File: config.mk
export PLATFORM = sky130hd
export DESIGN_NAME = fpa_pipe
export DESIGN_NICKNAME = d
export VERILOG_FILES = /design/src/rtl/fpa_pkg.sv /design/src/rtl/fpa_lzc.sv /design/src/rtl/fpa_pipe.sv
export SDC_FILE = /design/constraint.sdc
export NUM_CORES = 1
export LEC_CHECK = 0
export CORE_MARGIN = 8
export CORE_UTILIZATION = 55
export DETAILED_ROUTE_END_ITERATION = 8
export DONT_BUFFER_PORTS = 1
export PLACE_DENSITY = 0.7
export SLEW_MARGIN = 20
export SYNTH_ARGS = -nofsm -noshare
export SYNTH_HDL_FRONTEND = slang
export SYNTH_HIERARCHICAL = 1
export SYNTH_SLANG_ARGS = --single-unit
File: constraint.sdc
create_clock -name clk -period 3.2 [get_ports clk]
set_clock_uncertainty 0.1 [all_clocks]
set_input_delay 0.64 -clock clk [delete_from_list [all_inputs] [get_ports clk]]
set_output_delay 0.64 -clock clk [all_outputs]
set_load 0.005 [all_outputs]
File: src/rtl/fpa_pkg.sv
// Shared constants and stage records for the three-stage add/subtract pipe.
package fpa_pkg;

  localparam int MW_DEF = 4;
  localparam int EW_DEF = 2;
  localparam int GW_DEF = 4;
  localparam int RW_DEF = MW_DEF + GW_DEF;

  // Aligned operands; mantissas carry one spare top bit for the sum carry.
  typedef struct packed {
    logic                vld;
    logic                sa;
    logic                sb;
    logic [EW_DEF-1:0]   e;
    logic [RW_DEF:0]     ma;
    logic [RW_DEF:0]     mb;
  } align_t;

  // Signed-magnitude sum before normalisation.
  typedef struct packed {
    logic                vld;
    logic                s;
    logic [EW_DEF-1:0]   e;
    logic [RW_DEF:0]     m;
  } sum_t;

  // Normalised result as presented on the output ports.
  typedef struct packed {
    logic                vld;
    logic                s;
    logic [EW_DEF:0]     e;
    logic [RW_DEF-1:0]   m;
    logic                z;
  } norm_t;

endpackage

File: src/rtl/fpa_lzc.sv
// Leading-zero counter; an all-zero input reports W.
module fpa_lzc #(
  parameter int W  = 8,
  parameter int CW = $clog2(W + 1)
) (
  input  logic [W-1:0]  i_data,
  output logic [CW-1:0] o_cnt
);

  // Scan upward so the highest set bit is the last one to write the count.
  always_comb begin
    o_cnt = CW'(W);
    for (int i = 0; i < W; i++) begin
      if (i_data[i]) o_cnt = CW'(W - 1 - i);
    end
  end

endmodule

File: src/rtl/fpa_pipe.sv
// Three-stage sign-magnitude add/subtract: align, add, normalise.
// Stage records come from fpa_pkg, so parameter overrides must track it.
module fpa_pipe
  import fpa_pkg::*;
#(
  parameter int MW = MW_DEF,
  parameter int EW = EW_DEF,
  parameter int GW = GW_DEF
) (
  input  logic             clk,
  input  logic             rst_n,
  input  logic             in_valid,
  output logic             in_ready,
  input  logic [MW-1:0]    ca,
  input  logic [EW-1:0]    ea,
  input  logic             sa,
  input  logic [MW-1:0]    cb,
  input  logic [EW-1:0]    eb,
  input  logic             sb,
  input  logic             op_sub,
  output logic             out_valid,
  input  logic             out_ready,
  output logic [MW+GW-1:0] co,
  output logic [EW:0]      eo,
  output logic             so,
  output logic             zero
);

  localparam int RW = MW + GW;
  localparam int CW = $clog2(RW + 1);

  align_t r_s1, w_s1;
  sum_t   r_s2, w_s2;
  norm_t  r_s3, w_s3;

  logic          w_en;
  logic          w_a_base;
  logic [EW-1:0] w_diff;
  logic [RW:0]   w_xa, w_xb, w_small;
  logic [CW-1:0] w_lz, w_shamt;

  // The whole pipe stalls only when a finished result is not being taken.
  assign w_en     = !r_s3.vld || out_ready;
  assign in_ready = w_en;

  // S1: widen mantissas, pick the base operand, shift the other into place.
  always_comb begin
    w_xa     = {1'b0, ca, {GW{1'b0}}};
    w_xb     = {1'b0, cb, {GW{1'b0}}};
    w_a_base = (ea >= eb);
    w_diff   = w_a_base ? (ea - eb) : (eb - ea);
    w_small  = w_a_base ? w_xb : w_xa;
    if (32'(w_diff) >= RW) w_small = '0;
    else                   w_small = w_small >> w_diff;
    w_s1     = '0;
    w_s1.vld = in_valid;
    w_s1.sa  = sa;
    w_s1.sb  = sb ^ op_sub;
    w_s1.e   = w_a_base ? ea : eb;
    w_s1.ma  = w_a_base ? w_xa : w_small;
    w_s1.mb  = w_a_base ? w_small : w_xb;
  end

  // S2: add like signs, otherwise subtract the smaller magnitude from the larger.
  always_comb begin
    w_s2     = '0;
    w_s2.vld = r_s1.vld;
    w_s2.e   = r_s1.e;
    if (r_s1.sa == r_s1.sb) begin
      w_s2.m = r_s1.ma + r_s1.mb;
      w_s2.s = r_s1.sa;
    end else if (r_s1.ma >= r_s1.mb) begin
      w_s2.m = r_s1.ma - r_s1.mb;
      w_s2.s = r_s1.sa;
    end else begin
      w_s2.m = r_s1.mb - r_s1.ma;
      w_s2.s = r_s1.sb;
    end
  end

  fpa_lzc #(.W(RW), .CW(CW)) u_lzc (
    .i_data (r_s2.m[RW-1:0]),
    .o_cnt  (w_lz)
  );

  // S3: absorb a carry, or shift left as far as the exponent allows; zero is canonical.
  always_comb begin
    w_shamt  = (32'(w_lz) > 32'(r_s2.e)) ? CW'(r_s2.e) : w_lz;
    w_s3     = '0;
    w_s3.vld = r_s2.vld;
    if (r_s2.m[RW]) begin
      w_s3.m = r_s2.m[RW:1];
      w_s3.e = {1'b0, r_s2.e} + 1'b1;
      w_s3.s = r_s2.s;
    end else if (r_s2.m == '0) begin
      w_s3.z = 1'b1;
    end else begin
      w_s3.m = r_s2.m[RW-1:0] << w_shamt;
      w_s3.e = {1'b0, r_s2.e} - (EW+1)'(w_shamt);
      w_s3.s = r_s2.s;
    end
  end

  // Stage registers advance together; reset empties every stage at once.
  always_ff @(posedge clk or negedge rst_n) begin
    if (!rst_n) begin
      r_s1 <= '0;
      r_s2 <= '0;
      r_s3 <= '0;
    end else if (w_en) begin
      r_s1 <= w_s1;
      r_s2 <= w_s2;
      r_s3 <= w_s3;
    end
  end

  assign out_valid = r_s3.vld;
  assign co        = r_s3.m;
  assign eo        = r_s3.e;
  assign so        = r_s3.s;
  assign zero      = r_s3.z;

endmodule

==> summary.md, run 1 <==
| Metric | Value |
|---|---|
| Required time of the critical path | `3.30 ns` |
| Max-slew violations | `0` |
| Area contributors post-synth | `dfrtp_1, ha_1, nand2_1, inv_1, a21oi_1` |
| Max-Cap Viols | `0` |
| Max_slew headroom | `0.4337` |
| Endpoints failing setup | `0` |
| DR iter-0 viols | `294` |
| Syn. warnings | `6` |
| Drt drc | `0` |
| Max VDD drop | `about 0.00065 V` |
| Worst-skew pair later-pin latency | `0.31 ns` |
| CP Class | `reg2reg` |
| Die Span X | `95.02 µm` |
| Crit Reg-Reg Endpoint | `eo[1]` |
| Reg power frac | `0.285` |
| Number of synthesized flops with an enable pin | `0` |
| Initial Util | `0.5733` |
| Initial antenna violation count | `0` |
| Detailed Routing Iterations Pass 1 | `5` |
| Io pins | `34` |
| Via count | `2,868` |
| WL final | `just under 8000 µm` |
| Final Instance Area | `approximately 0.0037 mm²` |
| Leakage power | `between 1.5 and 2 nW` |
| Worst Hold Class | `in2async` |
| R2R Path Start | `r_s2[5]` |
| Post-synth cell types | `68` |
| CP arrival | `3.10 ns` |
| Setup WS pre-CTS | `0.1690 ns` |
| # port buffers | `0` |
| Sw frac | `0.4679` |
| Vias in the first global route | `2,698` |
| Comb power frac | `0.593` |
| Remaining antenna violation count | `0` |
| CTS Sinks | `45` |
| Largest net degree at the start of global routing | `between 40 and 50` |
| Sw Pwr | `1.686 mW` |
| Pwr/cell area | `a little under 1000 mW/mm²` |
| Synth area leader | `dfrtp_1` |
| Startpoint types | `register` |
| Placed insts | `472` |
| Worst Reg2Reg Path Length in Cells | `12` |
| Number of diodes | `0` |
| Setup_tns | `0 ns` |
| Syn Area/Cell | `8.418 µm²` |
| Postcts setup bufs | `0` |
| Post-DP HPWL | `between 5000 and 6000 µm` |
| Die Y | `95.02 µm` |
| Flop and latch count out of synthesis | `45` |
| Clock buffer depth | `2` |
| Total congestion overflow | `0` |
| Top-area cell type share of the netlist area | `0.3279` |
| Die Area | `0.009029 mm²` |
| Avg Vias per Cell | `5.963` |
| Main synth FF type | `dfrtp_1` |
| CTS tree | `built` |
| CTS buffer count | `5` |
| Cell Area, Synth | `0.003435 mm²` |
| Worst Tran Pin Value | `0.8435 ns` |
| Utilization after layout | `0.6115` |
| Tot GR Track Use | `0.1824` |
| Core area | `0.005991 mm²` |
| CP endpoint kind | `register` |
| Reg2reg setup slack | `0.20 ns` |
| Synth-to-layout area growth | `6.667%` |
| Seq/Total Area, Yosys | `0.3279` |
| Fmax | `0.3336 GHz` |
| Row Count | `28` |
| Clk network pwr share | `0.122` |
| Gp weighted congestion | `0.8569` |
| Final min period | `2.997 ns` |
| Fin. Hold Viols | `0` |
| Cells after Synth | `408` |
| WL/cell | `16.15 µm` |
| RSZ-0062 raised after global routing | `no` |
| Clock H-tree levels | `2` |
| Placement Cell Area | `0.003517 mm²` |
| Max FO, Critical Path | `9` |
| First-pass GRT wire length | `between 10,000 and 15,000 µm` |
| Count of nets after finishing | `approximately 460` |
| Clk pin slew, worst setup/hold paths | `0.10 ns` |
| Layout cell share with drive strength beyond 1 | `0.09360` |
| Final worst slack | `about 0.20 ns` |
| Ys async rst share | `1.000` |
| CTS Root Cell | `clkbuf_8` |
| Non-filler cells, final | `roughly 480` |
| Outcome | `complete, no violations` |
| Tcrit/Tclk final | `0.9366` |
| Int Pwr | `1.917 mW` |
## critical path: stages, from the launching register on
cell	delay [ns]
dfrtp_1	0.51
o41ai_2	0.48
inv_1	0.08
ha_1	0.28
nand2_1	0.07
a21oi_2	0.37
o21ai_2	0.10
inv_2	0.10
ha_1	0.15
inv_1	0.04
ha_1	0.26
a221oi_1	0.27
nor2_1	0.06
## cell usage after synthesis (all sizes together), types with 2 or more instances
master	n
nand2	49
dfrtp	45
o21ai	39
inv	38
ha	31
nor2	29
a21oi	23
clkbuf	16
nand3	12
mux2i	11
nor3	10
buf	7
o22ai	7
xnor2	7
a211oi	5
a31oi	5
mux2	5
nor2b	4
a21o	3
a221oi	3
nand4	3
o211ai	3
o21a	3
o21bai	3
o31ai	3
xor2	3
a211o	2
a311oi	2
fa	2
nor3b	2
o2111ai	2
o211a	2
o221ai	2
o22a	2
o311a	2
o311ai	2
or4	2
## power groups by stage
stage	Sequential (mW)	Combinational (mW)	Clock, mW
after CTS	1.03	2.10	0.449
after detailed placement	1.04	2.08	0
after global routing	1.07	2.38	0.464
final	1.03	2.14	0.440
after floorplan	0.962	1.68	0
after global placement	1.03	2.03	0
## routing by layer
layer,up-vias,track usage,share of wire
met2,90,0.3001,0.47
met5,-,0,0
met3,8,0.04481,0.057
met1,1344,0.2311,0.46
li1,1426,-,-
met4,0,0.05592,0.012
## stage by stage
step / hold slack (ns) / power [mW]
2_1_floorplan: 0.2444 / 2.646
3_3_place_gp: 0.2464 / 3.065
3_5_place_dp: 0.2467 / 3.118
4_1_cts: 0.07071 / 3.583
5_1_grt: 0.07915 / 3.910
6_report: 0.06325 / 3.602
## registers in the layout (all words and copies together) (netlist names)
name,flops
r_s1,19
r_s2,12
co,8
eo,3
out_valid,1
so,1
zero,1
## how the worst max path moves through the flow
stage	start	endpoint	slack, ns
2_1_floorplan	r_s2[2]	eo[1]	0.32
3_3_place_gp	r_s2[5]	co[7]	0.34
3_5_place_dp	r_s2[3]	co[6]	0.17
4_1_cts	r_s2[5]	co[6]	0.14
5_1_grt	r_s2[3]	eo[2]	0.04
6_report	r_s2[5]	eo[1]	0.20
## repair_timing
action,in CTS,in global routing
setup endpoints to repair,0,2
gates resized for setup,0,1
hold endpoints to repair,45,0
hold buffers,1,0
## cells by family after synthesis
logic type,count (synthesis),share of synthesized area
fa+ha+maj,33,0.1246
flops,45,0.3279
xor+xnor,10,0.02550
buf+inv,62,0.07213
other cells,1,0.001092
compound gates,122,0.2361
mux,17,0.05501
simple gates,118,0.1578
## layout by cell type, fill, tap and decap left out, types with 4 or more instances in the layout
cell type  count
o21ai_0       22
dfrtp_1       45
mux2_2         4
o21ai_1       16
buf_4         10
nand2_1       49
inv_1         36
nand3_1       12
a211oi_1       5
a31oi_1        5
o22ai_1        7
xnor2_1        7
clkbuf_8       5
a21oi_1       22
nor2_1        27
mux2i_1       10
nor3_1        10
ha_1          31
## cell type report
cell class              count  area (µm²)
clock buffers               5       68.82
clock inverters             3       46.29
fillers                   522        2327
inverters                  39       151.4
multi-input cells         303        2074
flip-flops and latches     45        1126
well taps                  75       93.84
repair buffers             11       102.6
Power figures use the tool's default switching activity.
==> inputs of run 2 (changes only) <==
- REMOVE_ABC_BUFFERS: not set -> 1
==> run 2 against run 1 <==
Sequential power about the same. Hold slack better by 0.013 ns. Non-clock buffer count up 4. Via count up 0.42%. Die area unchanged. Worst setup slack better by 0.087 ns. Largest power group unchanged. Critical endpoint unchanged. Register-to-register slack better by 0.09 ns. Core utilization up 0.42 points.
==> summary.md, run 2 (synthesis gave the netlist of run 1 again) <==
| Metric | Value |
|---|---|
| Startpoint types | `register (unchanged)` |
| Outcome | `complete, no violations (unchanged)` |
| Die Area | `0.009029 mm² (unchanged)` |
| DR iter-0 viols | `174 (was 294)` |
| Final worst slack | `0.2901 ns (was 0.2028 ns)` |
| Clock buffer depth | `2 (unchanged)` |
| CP endpoint kind | `register (unchanged)` |
| First-pass GRT wire length | `12,930 µm (was 13,310 µm)` |
| Drt drc | `0 (unchanged)` |
| Layout cell share with drive strength beyond 1 | `0.1000 (was 0.09360)` |
| Die Span X | `95.02 µm (unchanged)` |
| Final min period | `2.910 ns (was 2.997 ns)` |
| Remaining antenna violation count | `0 (unchanged)` |
| Initial antenna violation count | `0 (unchanged)` |
| Register area | `0.001126 mm² (unchanged)` |
| Post-CTS sizing | `0 (unchanged)` |
| Setup WS pre-CTS | `0.3093 ns (was 0.1690 ns)` |
| Cell Chain, Critical Path | `nor2_1 -> a21boi_1 -> ha_1 -> a21o_1 -> a211o_1 -> o21ai_2 -> inv_2 -> ha_1 -> inv_1 -> ha_1 -> a221oi_1 -> nor2_1 (was o41ai_2 -> inv_1 -> ha_1 -> nand2_1 -> a21oi_2 -> o21ai_2 -> inv_2 -> ha_1 -> inv_1 -> ha_1 -> a221oi_1 -> nor2_1)` |
| Worst Tran Pin Value | `0.5786 ns (was 0.8435 ns)` |
| Vias in the first global route | `2,792 (was 2,698)` |
| Post-DP HPWL | `5838 µm (was 5843 µm)` |
| Placed insts | `476 (was 472)` |
| Cell mode on critical path | `ha_1 (unchanged)` |
| Max reg flops | `19 (unchanged)` |
| Via count | `2,880 (was 2,868)` |
| Tot GR Track Use | `0.1762 (was 0.1824)` |
| # port buffers | `0 (unchanged)` |
| Max VDD drop | `0.0005735 V (was 0.0006549 V)` |
| CP arrival | `2.99 ns (was 3.10 ns)` |
| Pwr/cell area | `972.2 mW/mm² (was 983.3 mW/mm²)` |
| CP peak stage delay | `0.48 ns (was 0.51 ns)` |
| Count of nets after finishing | `461 (was 457)` |
| CTS tree | `built (unchanged)` |
| Multi-input logic area | `0.002071 mm² (was 0.002074 mm²)` |
| Row Count | `28 (unchanged)` |
| Layout filler cell count | `553 (was 522)` |
| Worst-skew pair later-pin latency | `0.30 ns (was 0.31 ns)` |
| Commonest non-fill, non-tap cells in the layout | `nand2_1, dfrtp_1, inv_1, ha_1, nor2_1 (unchanged)` |
| Worst Hold Class | `in2async (unchanged)` |
| Io pins | `34 (unchanged)` |
| Non-filler cells, final | `485 (was 481)` |
| Total congestion overflow | `0 (unchanged)` |
| Gp weighted congestion | `0.8835 (was 0.8569)` |
| Required time of the critical path | `3.28 ns (was 3.30 ns)` |
| Max-Cap Viols | `0 (unchanged)` |
| CTS buffer count | `5 (unchanged)` |
| CTS Root Cell | `clkbuf_8 (unchanged)` |
| Avg Vias per Cell | `5.938 (was 5.963)` |
| CP Class | `reg2reg (unchanged)` |
| Fin. Hold Viols | `0 (unchanged)` |
| RSZ-0062 raised after global routing | `no (unchanged)` |
| Fmax | `0.3437 GHz (was 0.3336 GHz)` |
| Clk pin slew, worst setup/hold paths | `0.09 ns (was 0.10 ns)` |
| Synth-to-layout area growth | `7.395% (was 6.667%)` |
| Clock H-tree levels | `2 (unchanged)` |
| Most common cell after layout, fill and taps aside | `nand2_1 (unchanged)` |
| Max-slew violations | `0 (unchanged)` |
| Detailed Routing Iterations Pass 1 | `4 (was 5)` |
| Max FO, Critical Path | `7 (was 9)` |
| Endpoints failing setup | `0 (unchanged)` |
| Tcrit/Tclk final | `0.9093 (was 0.9366)` |
| Largest Register | `r_s1 (unchanged)` |
| Number of diodes | `0 (unchanged)` |
| Leakage power | `1.731 nW (was 1.706 nW)` |
| Largest net degree at the start of global routing | `49 (was 46)` |
| Initial Util | `0.5733 (unchanged)` |
| Core area | `0.005991 mm² (unchanged)` |
| CTS Sinks | `45 (unchanged)` |
| Max_slew headroom | `0.6143 (was 0.4337)` |
| WL/cell | `15.72 µm (was 16.15 µm)` |
| Postcts setup bufs | `0 (unchanged)` |
| CP max-delay cell | `dfrtp_1 (unchanged)` |
| WL final | `7622 µm (was 7767 µm)` |
| Die Y | `95.02 µm (unchanged)` |
-- run 2: power by group --
group          internal [mW]  switching [mW]  total (mW)  leakage, nW
combinational          0.968            1.20        2.17         1.13
clock                  0.195           0.185       0.380       0.0542
sequential             0.778           0.256        1.03        0.551
total                   1.94            1.65        3.59         1.73
-- run 2: metal layers --
metal,part of all wire,up-vias,track usage
li1,-,1430,-
met1,0.43,1359,0.2060
met2,0.49,80,0.3100
met3,0.063,11,0.04324
met4,0.016,0,0.05592
met5,0,-,0
-- run 2: final timing paths --
path                                from       end  slack (ns)  cells past startpoint
worst max-delay path             r_s2[6]     eo[1]        0.29                     12
min in group clk                in_valid  r_s1[22]        0.36                      2
worst min-delay path               rst_n     co[1]        0.08                      1
worst max register to register   r_s2[6]     eo[1]        0.29                     12
worst min register to register  r_s2[12]  r_s2[12]        0.36                      2
max in group asynchronous          rst_n   r_s2[6]        2.72                      1
-- run 2: final cells by class --
class / count / share of cell area
well taps: 75 / 0.02544
repair buffers: 15 / 0.03935
flip-flops and latches: 45 / 0.3053
inverters: 39 / 0.04104
multi-input cells: 303 / 0.5614
clock inverters: 1 / 0.001357
clock buffers: 7 / 0.02612
-- run 2: stage by stage --
stage	hold slack [ns]	setup TNS [ns]	util	area, µm²	total power, mW
final	0.07588	0	0.6157	3689	3.586
after global placement	0.2466	0	0.5942	3560	3.132
after global routing	0.08055	0	0.6157	3689	3.901
after detailed placement	0.2465	0	0.5942	3560	3.181
after CTS	0.07825	0	0.6157	3689	3.593
after floorplan	0.2444	-12.83	-	3346	2.604
-- run 2: critical path, delay by kind of cell (launching register included) --
kind,cells,cell delay (ns)
compound gates,5,1.15
buf+inv,2,0.13
flops,1,0.48
simple gates,2,0.26
fa+ha+maj,3,0.68
-- run 2: timing repair --
action | in CTS | in global routing
hold buffers | 1 | 0
hold endpoints to repair | 45 | 0
endpoints found under the setup margin | 0 | 0
==> inputs of run 3 (changes only) <==
- BUFFER_PORTS_ARGS: not set -> -buffer_cell sky130_fd_sc_hd__buf_2
- DONT_BUFFER_PORTS: 1 -> not set
- PLACE_DENSITY: 0.7 -> 0.75
==> run 3 against run 2 <==
Register-to-register slack worse by 0.13 ns. Combinational power up 4%. Highest routed layer unchanged. First-iteration DRC count down 16%. Hold slack better by 0.15 ns. Critical path depth down 3. Critical endpoint is now co[7]. Via count up 3.5%. Final cell count up 6.0%. Worst setup slack worse by 0.13 ns. Power up 0.24%. Non-clock buffer count up 29. Clock-buffer cell count down 1. Final area up 2.8%.
==> summary.md, run 3 (synthesis gave the netlist of run 1 again) <==
| Metric | Value |
|---|---|
| Fmax | `0.3289 GHz (was 0.3437 GHz)` |
| Post-CTS sizing | `0 (unchanged)` |
| CP Class | `reg2reg (unchanged)` |
| Number of diodes | `0 (unchanged)` |
| Sw Pwr | `1.696 mW (was 1.645 mW)` |
| First-pass GRT wire length | `13,390 µm (was 12,930 µm)` |
| WL/cell | `15.06 µm (was 15.72 µm)` |
| Worst Hold Class | `in2async (unchanged)` |
| Outcome | `complete, no violations (unchanged)` |
| CP endpoint kind | `register (unchanged)` |
| Detailed Routing Iterations Pass 1 | `4 (unchanged)` |
| Int Pwr | `1.899 mW (was 1.941 mW)` |
| Max VDD drop | `0.0005233 V (was 0.0005735 V)` |
| Worst hold margin | `0.2277 ns (was 0.07588 ns)` |
| Initial antenna violation count | `0 (unchanged)` |
| Initial Util | `0.5733 (unchanged)` |
| Largest Register | `r_s1 (unchanged)` |
| Total congestion overflow | `0 (unchanged)` |
| Row Count | `28 (unchanged)` |
| Max FO, Critical Path | `7 (unchanged)` |
| Die Y | `95.02 µm (unchanged)` |
| Commonest non-fill, non-tap cells in the layout | `nand2_1, dfrtp_1, inv_1, buf_2, ha_1 (was nand2_1, dfrtp_1, inv_1, ha_1, nor2_1)` |
| Worst Tran Pin Value | `0.5549 ns (was 0.5786 ns)` |
| Clk network pwr share | `0.095 (was 0.106)` |
| Post-DP HPWL | `5874 µm (was 5838 µm)` |
| Max reg flops | `19 (unchanged)` |
| Avg Vias per Cell | `5.798 (was 5.938)` |
| CTS Root Cell | `clkbuf_8 (unchanged)` |
| Endpoints failing setup | `0 (unchanged)` |
| Tot GR Track Use | `0.1821 (was 0.1762)` |
| Hold_buf cts | `0 (was 1)` |
| CP arrival | `3.15 ns (was 2.99 ns)` |
| Final worst slack | `0.1596 ns (was 0.2901 ns)` |
| CTS tree | `built (unchanged)` |
| Multi-input logic area | `0.002086 mm² (was 0.002071 mm²)` |
| Max-slew violations | `0 (unchanged)` |
| # port buffers | `33 (was 0)` |
| Clock buffer depth | `2 (unchanged)` |
| Via count | `2,980 (was 2,880)` |
| Final Instance Area | `0.003792 mm² (was 0.003689 mm²)` |
| Synth-to-layout area growth | `10.42% (was 7.395%)` |
| Reg power frac | `0.278 (was 0.288)` |
| WL final | `7743 µm (was 7622 µm)` |
| Worst-skew pair later-pin latency | `0.30 ns (about the same)` |
| Setup WS pre-CTS | `0.1641 ns (was 0.3093 ns)` |
| Register area | `0.001129 mm² (was 0.001126 mm²)` |
| Layout cell share with drive strength beyond 1 | `0.1617 (was 0.1000)` |
| Vias in the first global route | `2,922 (was 2,792)` |
| Max_slew headroom | `0.6195 (was 0.6143)` |
| Non-filler cells, final | `514 (was 485)` |
| Die Area | `0.009029 mm² (unchanged)` |
| Layout filler cell count | `531 (was 553)` |
| Largest net degree at the start of global routing | `46 (was 49)` |
| Leakage power | `1.826 nW (was 1.731 nW)` |
| Io pins | `34 (unchanged)` |
| Placement Cell Area | `0.003690 mm² (was 0.003560 mm²)` |
| Drt drc | `0 (unchanged)` |
| Tcrit/Tclk final | `0.9501 (was 0.9093)` |
| DR iter-0 viols | `147 (was 174)` |
| Gp weighted congestion | `0.8986 (was 0.8835)` |
| Fin. Hold Viols | `0 (unchanged)` |
| CTS buffer count | `5 (unchanged)` |
| Comb power frac | `0.627 (was 0.606)` |
| Sw frac | `0.4716 (was 0.4588)` |
| Placed insts | `506 (was 476)` |
| Clock H-tree levels | `2 (unchanged)` |
| Postcts setup bufs | `0 (unchanged)` |
| Most common cell after layout, fill and taps aside | `nand2_1 (unchanged)` |
| Startpoint types | `register (unchanged)` |
| Die Span X | `95.02 µm (unchanged)` |
| Count of nets after finishing | `490 (was 461)` |
| Clk pin slew, worst setup/hold paths | `0.08 ns (was 0.09 ns)` |
| Pwr/cell area | `947.9 mW/mm² (was 972.2 mW/mm²)` |
| Core area | `0.005991 mm² (unchanged)` |
| CTS Sinks | `45 (unchanged)` |
| Max-Cap Viols | `0 (unchanged)` |
| Remaining antenna violation count | `0 (unchanged)` |
| Final min period | `3.040 ns (was 2.910 ns)` |
| Required time of the critical path | `3.31 ns (was 3.28 ns)` |
==> run 3: cell count changes in the layout (fill, tap and decap cells not counted) <==
cell | previous run | this run
o21ai_2 | 1 | 0
clkinv_2 | 1 | 2
buf_12 | 1 | 0
o21ai_4 | 0 | 1
buf_4 | 13 | 12
dfrtp_1 | 45 | 43
a21oi_4 | 0 | 1
buf_2 | 0 | 32
dfrtp_2 | 0 | 2
buf_16 | 1 | 0
a21oi_2 | 1 | 0
clkbuf_8 | 7 | 5
clkbuf_1 | 0 | 1
==> run 3: power groups by stage <==
stage	Combinational (mW)	Sequential (mW)	Clock, mW
finish	2.25	1.00	0.342
global route	2.52	1.04	0.376
CTS	2.20	0.997	0.353
detailed placement	2.19	1.01	0
global placement	2.17	0.996	0
floorplan	1.63	0.973	0
==> run 3: cell type report <==
| class | count | share of cell area |
|---|---|---|
| sequential | 45 | 0.2976 |
| clock buffer | 6 | 0.01914 |
| inverter | 39 | 0.03992 |
| multi-input combinational | 303 | 0.5500 |
| tap | 75 | 0.02474 |
| clock inverter | 2 | 0.002639 |
| timing repair buffer | 44 | 0.06598 |
==> run 3: worst max-delay path, cell delays in order, from the launching register on <==
cell,delay (ns)
dfrtp_1,0.46
nor2_1,0.21
a21boi_1,0.26
ha_1,0.29
a21o_1,0.23
a21oi_4,0.27
mux2i_1,0.55
mux2i_1,0.16
and3_1,0.19
a311oi_1,0.22
==> run 3: final timing paths <==
kind	startpoint	to	slack [ns]	cells past startpoint
worst min-delay path	rst_n	so	0.23	1
worst min register to register	co[0]	co[0]	0.36	2
min in group clk	co[0]	co[0]	0.36	2
max in group asynchronous	rst_n	r_s2[2]	2.36	1
worst max register to register	r_s2[6]	co[7]	0.16	9
worst max-delay path	r_s2[6]	co[7]	0.16	9
==> run 3: per-stage QoR <==
step / setup TNS, ns / util / total power, mW
3_3_place_gp: 0 / 0.6159 / 3.166
4_1_cts: 0 / 0.6297 / 3.547
6_report: 0 / 0.6330 / 3.595
5_1_grt: -0.02263 / 0.6330 / 3.928
3_5_place_dp: 0 / 0.6159 / 3.198
2_1_floorplan: -12.83 / - / 2.604
==> run 3: layer usage <==
metal	GRT usage	up-vias	wire, µm
met5	0	-	0
met4	0.08583	0	258
met3	0.03145	25	323
met2	0.3152	94	3745
met1	0.2150	1374	3415
li1	-	1487	-
